File: src/rtl/reg_decode_unit.sv
// Register file, immediate decode and load-use scoreboard; operands/imm/stall are combinational, writes on clk.
// No handshake: a busy source or destination raises stall, and the issuer holds inst until it drops.
module reg_decode_unit #(
  parameter int          XLEN     = 32,
  parameter int          NREG     = 32,
  parameter int          SP_IDX   = 31,
  parameter logic [31:0] SP_RESET = 32'hFFFFFC00
) (
  input  logic            clk,
  input  logic            rst,
  input  logic [31:0]     inst,
  input  logic            issue_valid,
  input  logic            wb_en,
  input  logic            wb_load,
  input  logic [4:0]      wb_rd,
  input  logic [XLEN-1:0] wb_data,
  output logic [XLEN-1:0] rs1_data,
  output logic [XLEN-1:0] rs2_data,
  output logic [XLEN-1:0] imm,
  output logic            stall,
  output logic            illegal_reg,
  output logic [5:0]      loads_pending
);

  localparam int              RW      = $clog2(NREG);
  localparam logic [5:0]      NREG_L  = 6'(NREG);
  localparam logic [XLEN-1:0] SP_INIT = XLEN'(SP_RESET);

  localparam logic [6:0] OP_R      = 7'b0110011;
  localparam logic [6:0] OP_IMM    = 7'b0010011;
  localparam logic [6:0] OP_LOAD   = 7'b0000011;
  localparam logic [6:0] OP_STORE  = 7'b0100011;
  localparam logic [6:0] OP_BRANCH = 7'b1100011;
  localparam logic [6:0] OP_JALR   = 7'b1100111;
  localparam logic [6:0] OP_JAL    = 7'b1101111;
  localparam logic [6:0] OP_LUI    = 7'b0110111;
  localparam logic [6:0] OP_AUIPC  = 7'b0010111;

  logic [XLEN-1:0] rf [NREG];
  logic [NREG-1:0] busy, busy_nxt;

  logic [6:0]    opcode;
  logic [4:0]    rs1, rs2, rd;
  logic [RW-1:0] rs1_i, rs2_i, rd_i, wb_i;
  logic          use_rs1, use_rs2, use_rd;
  logic          rs1_ok, rs2_ok, rd_ok, wb_ok;
  logic          wr_en, clr_req, clr_en, set_en;
  logic          rs1_busy, rs2_busy, rd_busy;
  logic [31:0]   imm32;
  logic          unused_funct3;

  assign opcode        = inst[6:0];
  assign rd            = inst[11:7];
  assign rs1           = inst[19:15];
  assign rs2           = inst[24:20];
  assign unused_funct3 = ^inst[14:12];

  assign rs1_ok = ({1'b0, rs1} < NREG_L);
  assign rs2_ok = ({1'b0, rs2} < NREG_L);
  assign rd_ok  = ({1'b0, rd} < NREG_L);
  assign wb_ok  = ({1'b0, wb_rd} < NREG_L);
  assign rs1_i  = rs1[RW-1:0];
  assign rs2_i  = rs2[RW-1:0];
  assign rd_i   = rd[RW-1:0];
  assign wb_i   = wb_rd[RW-1:0];

  always_comb begin
    use_rs1 = 1'b0;
    use_rs2 = 1'b0;
    use_rd  = 1'b0;
    case (opcode)
      OP_R: begin
        use_rs1 = 1'b1;
        use_rs2 = 1'b1;
        use_rd  = 1'b1;
      end
      OP_IMM, OP_LOAD, OP_JALR: begin
        use_rs1 = 1'b1;
        use_rd  = 1'b1;
      end
      OP_STORE, OP_BRANCH: begin
        use_rs1 = 1'b1;
        use_rs2 = 1'b1;
      end
      OP_LUI, OP_AUIPC, OP_JAL: use_rd = 1'b1;
      default: ;
    endcase
  end

  // Write-first bypass: a same-cycle write-back is visible on the operand ports.
  always_comb begin
    rs1_data = '0;
    rs2_data = '0;
    if (use_rs1 && rs1_ok && rs1 != 5'd0)
      rs1_data = (wb_en && wb_rd == rs1) ? wb_data : rf[rs1_i];
    if (use_rs2 && rs2_ok && rs2 != 5'd0)
      rs2_data = (wb_en && wb_rd == rs2) ? wb_data : rf[rs2_i];
  end

  always_comb begin
    imm32 = '0;
    case (opcode)
      OP_IMM, OP_LOAD, OP_JALR: imm32 = {{20{inst[31]}}, inst[31:20]};
      OP_STORE:  imm32 = {{20{inst[31]}}, inst[31:25], inst[11:7]};
      OP_BRANCH: imm32 = {{20{inst[31]}}, inst[7], inst[30:25], inst[11:8], 1'b0};
      OP_LUI, OP_AUIPC: imm32 = {inst[31:12], 12'b0};
      OP_JAL:    imm32 = {{12{inst[31]}}, inst[19:12], inst[20], inst[30:21], 1'b0};
      default: ;
    endcase
  end

  assign imm = XLEN'($signed(imm32));

  assign illegal_reg = issue_valid &&
                       ((use_rs1 && !rs1_ok) || (use_rs2 && !rs2_ok) || (use_rd && !rd_ok));

  // A load retiring into the blocking register this cycle releases the hazard immediately.
  assign clr_req  = wb_en && wb_load;
  assign rs1_busy = use_rs1 && rs1_ok && busy[rs1_i] && !(clr_req && wb_rd == rs1);
  assign rs2_busy = use_rs2 && rs2_ok && busy[rs2_i] && !(clr_req && wb_rd == rs2);
  assign rd_busy  = use_rd  && rd_ok  && busy[rd_i]  && !(clr_req && wb_rd == rd);
  assign stall    = issue_valid && !illegal_reg && (rs1_busy || rs2_busy || rd_busy);

  assign wr_en  = wb_en && wb_rd != 5'd0 && wb_ok;
  assign clr_en = clr_req && wb_ok && busy[wb_i];
  assign set_en = issue_valid && !stall && !illegal_reg && opcode == OP_LOAD && rd != 5'd0;

  always_comb begin
    busy_nxt = busy;
    if (clr_en) busy_nxt[wb_i] = 1'b0;
    if (set_en) busy_nxt[rd_i] = 1'b1;
    busy_nxt[0] = 1'b0;
  end

  always_ff @(posedge clk or posedge rst) begin
    if (rst) begin
      for (int i = 0; i < NREG; i++) rf[i] <= (i == SP_IDX) ? SP_INIT : '0;
    end else if (wr_en) begin
      rf[wb_i] <= wb_data;
    end
  end

  always_ff @(posedge clk or posedge rst) begin
    if (rst) begin
      busy          <= '0;
      loads_pending <= '0;
    end else begin
      busy <= busy_nxt;
      if (set_en && !clr_en && loads_pending != 6'd63)
        loads_pending <= loads_pending + 6'd1;
      else if (clr_en && !set_en && loads_pending != 6'd0)
        loads_pending <= loads_pending - 6'd1;
    end
  end

endmodule

File: config.mk
export PLATFORM = sky130hd
export DESIGN_NAME = reg_decode_unit
export DESIGN_NICKNAME = d
export VERILOG_FILES = /design/src/rtl/reg_decode_unit.sv
export SDC_FILE = /design/constraint.sdc
export NUM_CORES = 2
export LEC_CHECK = 0
export CAP_MARGIN = 20
export CORE_ASPECT_RATIO = 1.75
export CORE_UTILIZATION = 50
export CTS_CLUSTER_DIAMETER = 60
export DETAILED_ROUTE_END_ITERATION = 10
export HOLD_SLACK_MARGIN = 0.08
export PLACE_DENSITY_LB_ADDON = 0.05
export SYNTH_ARGS = -nofsm -noshare
export SYNTH_HDL_FRONTEND = slang
export SYNTH_SLANG_ARGS = --single-unit
File: constraint.sdc
create_clock -name clk -period 78.4 [get_ports clk]
set_clock_uncertainty 0.2 [all_clocks]
set_input_delay 15.68 -clock clk [delete_from_list [all_inputs] [get_ports clk]]
set_output_delay 15.68 -clock clk [all_outputs]
set_load 0.05 [all_outputs]
==> results_dict.tcl <==
set metrics [dict create \
    status "complete, but fails checks" \
    violations "design-rule violations" \
    hpwl_um 102000 \
    path_class "in -> out" \
    utilization_pct 56.1 \
    die_w_um 261 \
    grt_util_all_layers_pct 32.6 \
    grt_pass1_wl_um 278000 \
    pre_cts_slack_ns 41.48 \
    ys_ff_latch 1061 \
    final_max_slew_viol_count 0 \
    synth_seq_area_share_pct 45.3 \
    synthTopCellsByArea "dfrtp_1 44%, mux2_2 20%, mux4_2 18%" \
    clk-insertion-delay-late_ns 0.71 \
    synthFlopType "dfrtp_1" \
    maxSlewHeadroom_pct 21.3 \
    vias_per_cell 6.78 \
    crit_fanout 98 \
    final_nets 4174 \
    die_h_um 455 \
    setup_tns_ns 0 \
    cp_top_family "buffers and inverters" \
    postPlaceCellArea_um2 61600 \
    end_kind "output pin" \
    power_w 0.00157 \
    startpoint_type "primary input" \
    ys_warn_count 0 \
    arrival_ns 21.06 \
    powerDensity_nw_per_um2 24.1 \
    hold_depth 0 \
    slowest_stage "clkdlybuf4s50_1" \
    syn-cell-area_um2 58700 \
    synth_fp_nets 4252 \
    hp-class "reg -> reg" \
    die-area_um2 119000 \
    post_cts_resized 0 \
    num_io_pins 178 \
    cts.reportedPaths.clkPinSlew_ns 0.07 \
    cap_violations 0 \
    route.antenna.remaining_nets 0 \
    drt-total-wl_um 190000 \
    critPathCapture "rs1_data[16]" \
    synth_top_area_cell "dfrtp_1" \
    timing.final.ws_setup_ns 41.46 \
    cts_hold_buf 0 \
    dr.pass1.iters 11 \
    synth_cells 4173 \
    drcViolationCount 52 \
    cp-startpoint "inst[15]" \
    grt_pass1_vias 39800 \
    finalSetupViolations 0 \
    max_freq_mhz 27.1 \
    r2r_end "loads_pending[5]" \
    rsz0062_at_grt "false" \
    synth_edf_count 0 \
    max_stage_delay_ns 0.92 \
    grt_remaining_overflow 0 \
    area_growth_syn_to_layout_pct 11.0 \
    crit_required_ns 62.52 \
    cp_cell_sequence "buf_8, buf_4, buf_12, buf_4, mux2i_1, a221oi_1, nor2_1, o211ai_1, o211ai_1, a21oi_1, clkdlybuf4s50_1" \
    clock_path_buffers 3 \
    h-tree-depth 3 \
    async_reset_ff_share_pct 100 \
    wl_per_cell_um 33.5 \
    cts_tree "done" \
    reg2reg_depth 14 \
    place_congestion 0.910 \
    regToRegStartpoint "busy[25]" \
    synthTopCellsByCount "1,060 x mux2_2, 1,039 x dfrtp_1, 469 x mux4_2" \
    core_um2 116000 \
    yosysTopAreaCellShare_pct 44.3 \
    r2r_setup_slack_ns 73.35 \
    path_depth 11 \
    min_from "rf[1009]" \
    layout_min_cycle_time_ns 36.94 \
    syn_avg_cell_area_um2 14.1 \
    post_cts_buffers 0 \
    cellLeakagePower_nw 27.9 \
    vdd_ir_drop_max_mv 0.0158 \
    finalHoldViolCount 0 \
    synth.distinct_cells 68 \
    fp-row-count 165 \
    cts_root_buf "clkbuf_16" \
    synth.most_common_cell "mux2_2" \
    drt_iter0_markers 2785 \
    antenna_found_initial 3 \
    path_buf_inv 5 \
    drive_gt1_share_pct 44.9 \
    final_area_um2 65100 \
    clock-sinks 1061 \
    worstMarginPinSlew_ns 1.18 \
    place.port_buffers 176 \
    grt_max_degree 137 \
    vias 38500 \
    cts_buffers 102 \
    start_util_pct 50.6 \
    final.period_utilization_pct 47.1 \
]
==> routing by layer <==
layer	global-route usage, %	part of all wire, %	wire [µm]
met5	0	0.0058	11
met4	14.9	4.9	9380
met3	4.02	5.6	10700
met2	54.8	50	94700
met1	42.2	40	75400
==> worst reg2reg max path, delay by kind of cell, from the launching register on <==
kind / cells / cell delay (ns)
AO/OA/AOI/OAI: 5 / 1.54
adder cells (fa/ha/maj): 1 / 0.33
flip-flops: 1 / 0.45
multiplexers: 4 / 1.11
AND/OR/NAND/NOR: 4 / 1.38
==> sequential cells by signal, indices dropped and copies added, names as in the netlist <==
register       cells
rf              1024
loads_pending      6
busy              31
==> final cells by class <==
| class | count | area, µm² |
|---|---|---|
| Fill cell | 9572 | 50900 |
| Multi-Input combinational cell | 2627 | 30400 |
| Sequential cell | 1061 | 26600 |
| Clock buffer | 159 | 2990 |
| Timing Repair Buffer | 287 | 2770 |
| Tap cell | 1503 | 1880 |
| Clock inverter | 30 | 415 |
| Inverter | 16 | 68.8 |
| Antenna cell | 1 | 2.50 |
==> cells by family (layout without fill, tap and decap cells) <==
logic type | after synthesis | count (layout) | synth area share (%)
muxes | 1784 | 1784 | 42.8
DFF | 1061 | 1061 | 45.3
AOI/OAI and AO/OA | 544 | 544 | 6.04
buffers and inverters | 485 | 492 | 3.28
and+or+nand+nor | 276 | 276 | 2.20
xor gates and xnor gates | 17 | 17 | 0.254
adders and majority gates | 5 | 5 | 0.119
other | 1 | 2 | 0.00639
==> stage by stage <==
step / hold WS [ns] / instances
6_report: 0.199 / 5684
5_1_grt: 0.212 / 5683
4_1_cts: 0.203 / 5679
3_5_place_dp: 0.188 / 5490
3_3_place_gp: 0.180 / 5488
2_1_floorplan: 0.241 / 4173
==> layout by cell type, fill, tap and decap left out, drive strengths merged, types with 10 or more instances in the layout <==
master / synthesis / final
dfstp: 22 / 22
buf: 136 / 117
or3: 15 / 15
mux2: 1063 / 1063
nand3: 17 / 17
and2: 10 / 10
clkdlybuf4s50: 0 / 167
clkbuf: 333 / 162
a21oi: 101 / 101
o21ai: 159 / 159
xnor2: 14 / 14
a21o: 22 / 22
a211oi: 37 / 37
a221oi: 67 / 67
mux4: 471 / 471
a22oi: 64 / 64
clkinv: 0 / 18
dfrtp: 1039 / 1039
o211ai: 63 / 63
nand2: 58 / 58
inv: 16 / 18
nor2: 124 / 124
mux2i: 250 / 250
==> worst min path at each step <==
stage,end,slack (ns)
floorplan,rf[1014],0.24
global placement,rf[1014],0.18
detailed placement,rf[992],0.19
CTS,rf[1020],0.20
global route,rf[1019],0.21
finish,rf[1009],0.20
==> power by group <==
part	internal (W)	switching, W	leakage, nW
Sequential	0.000651	0.0000758	13.6
Clock	0.000292	0.000223	1.67
Combinational	0.000197	0.000134	12.6
Total	0.00114	0.000433	27.9
No activity file was read; power rests on OpenSTA's default activity.
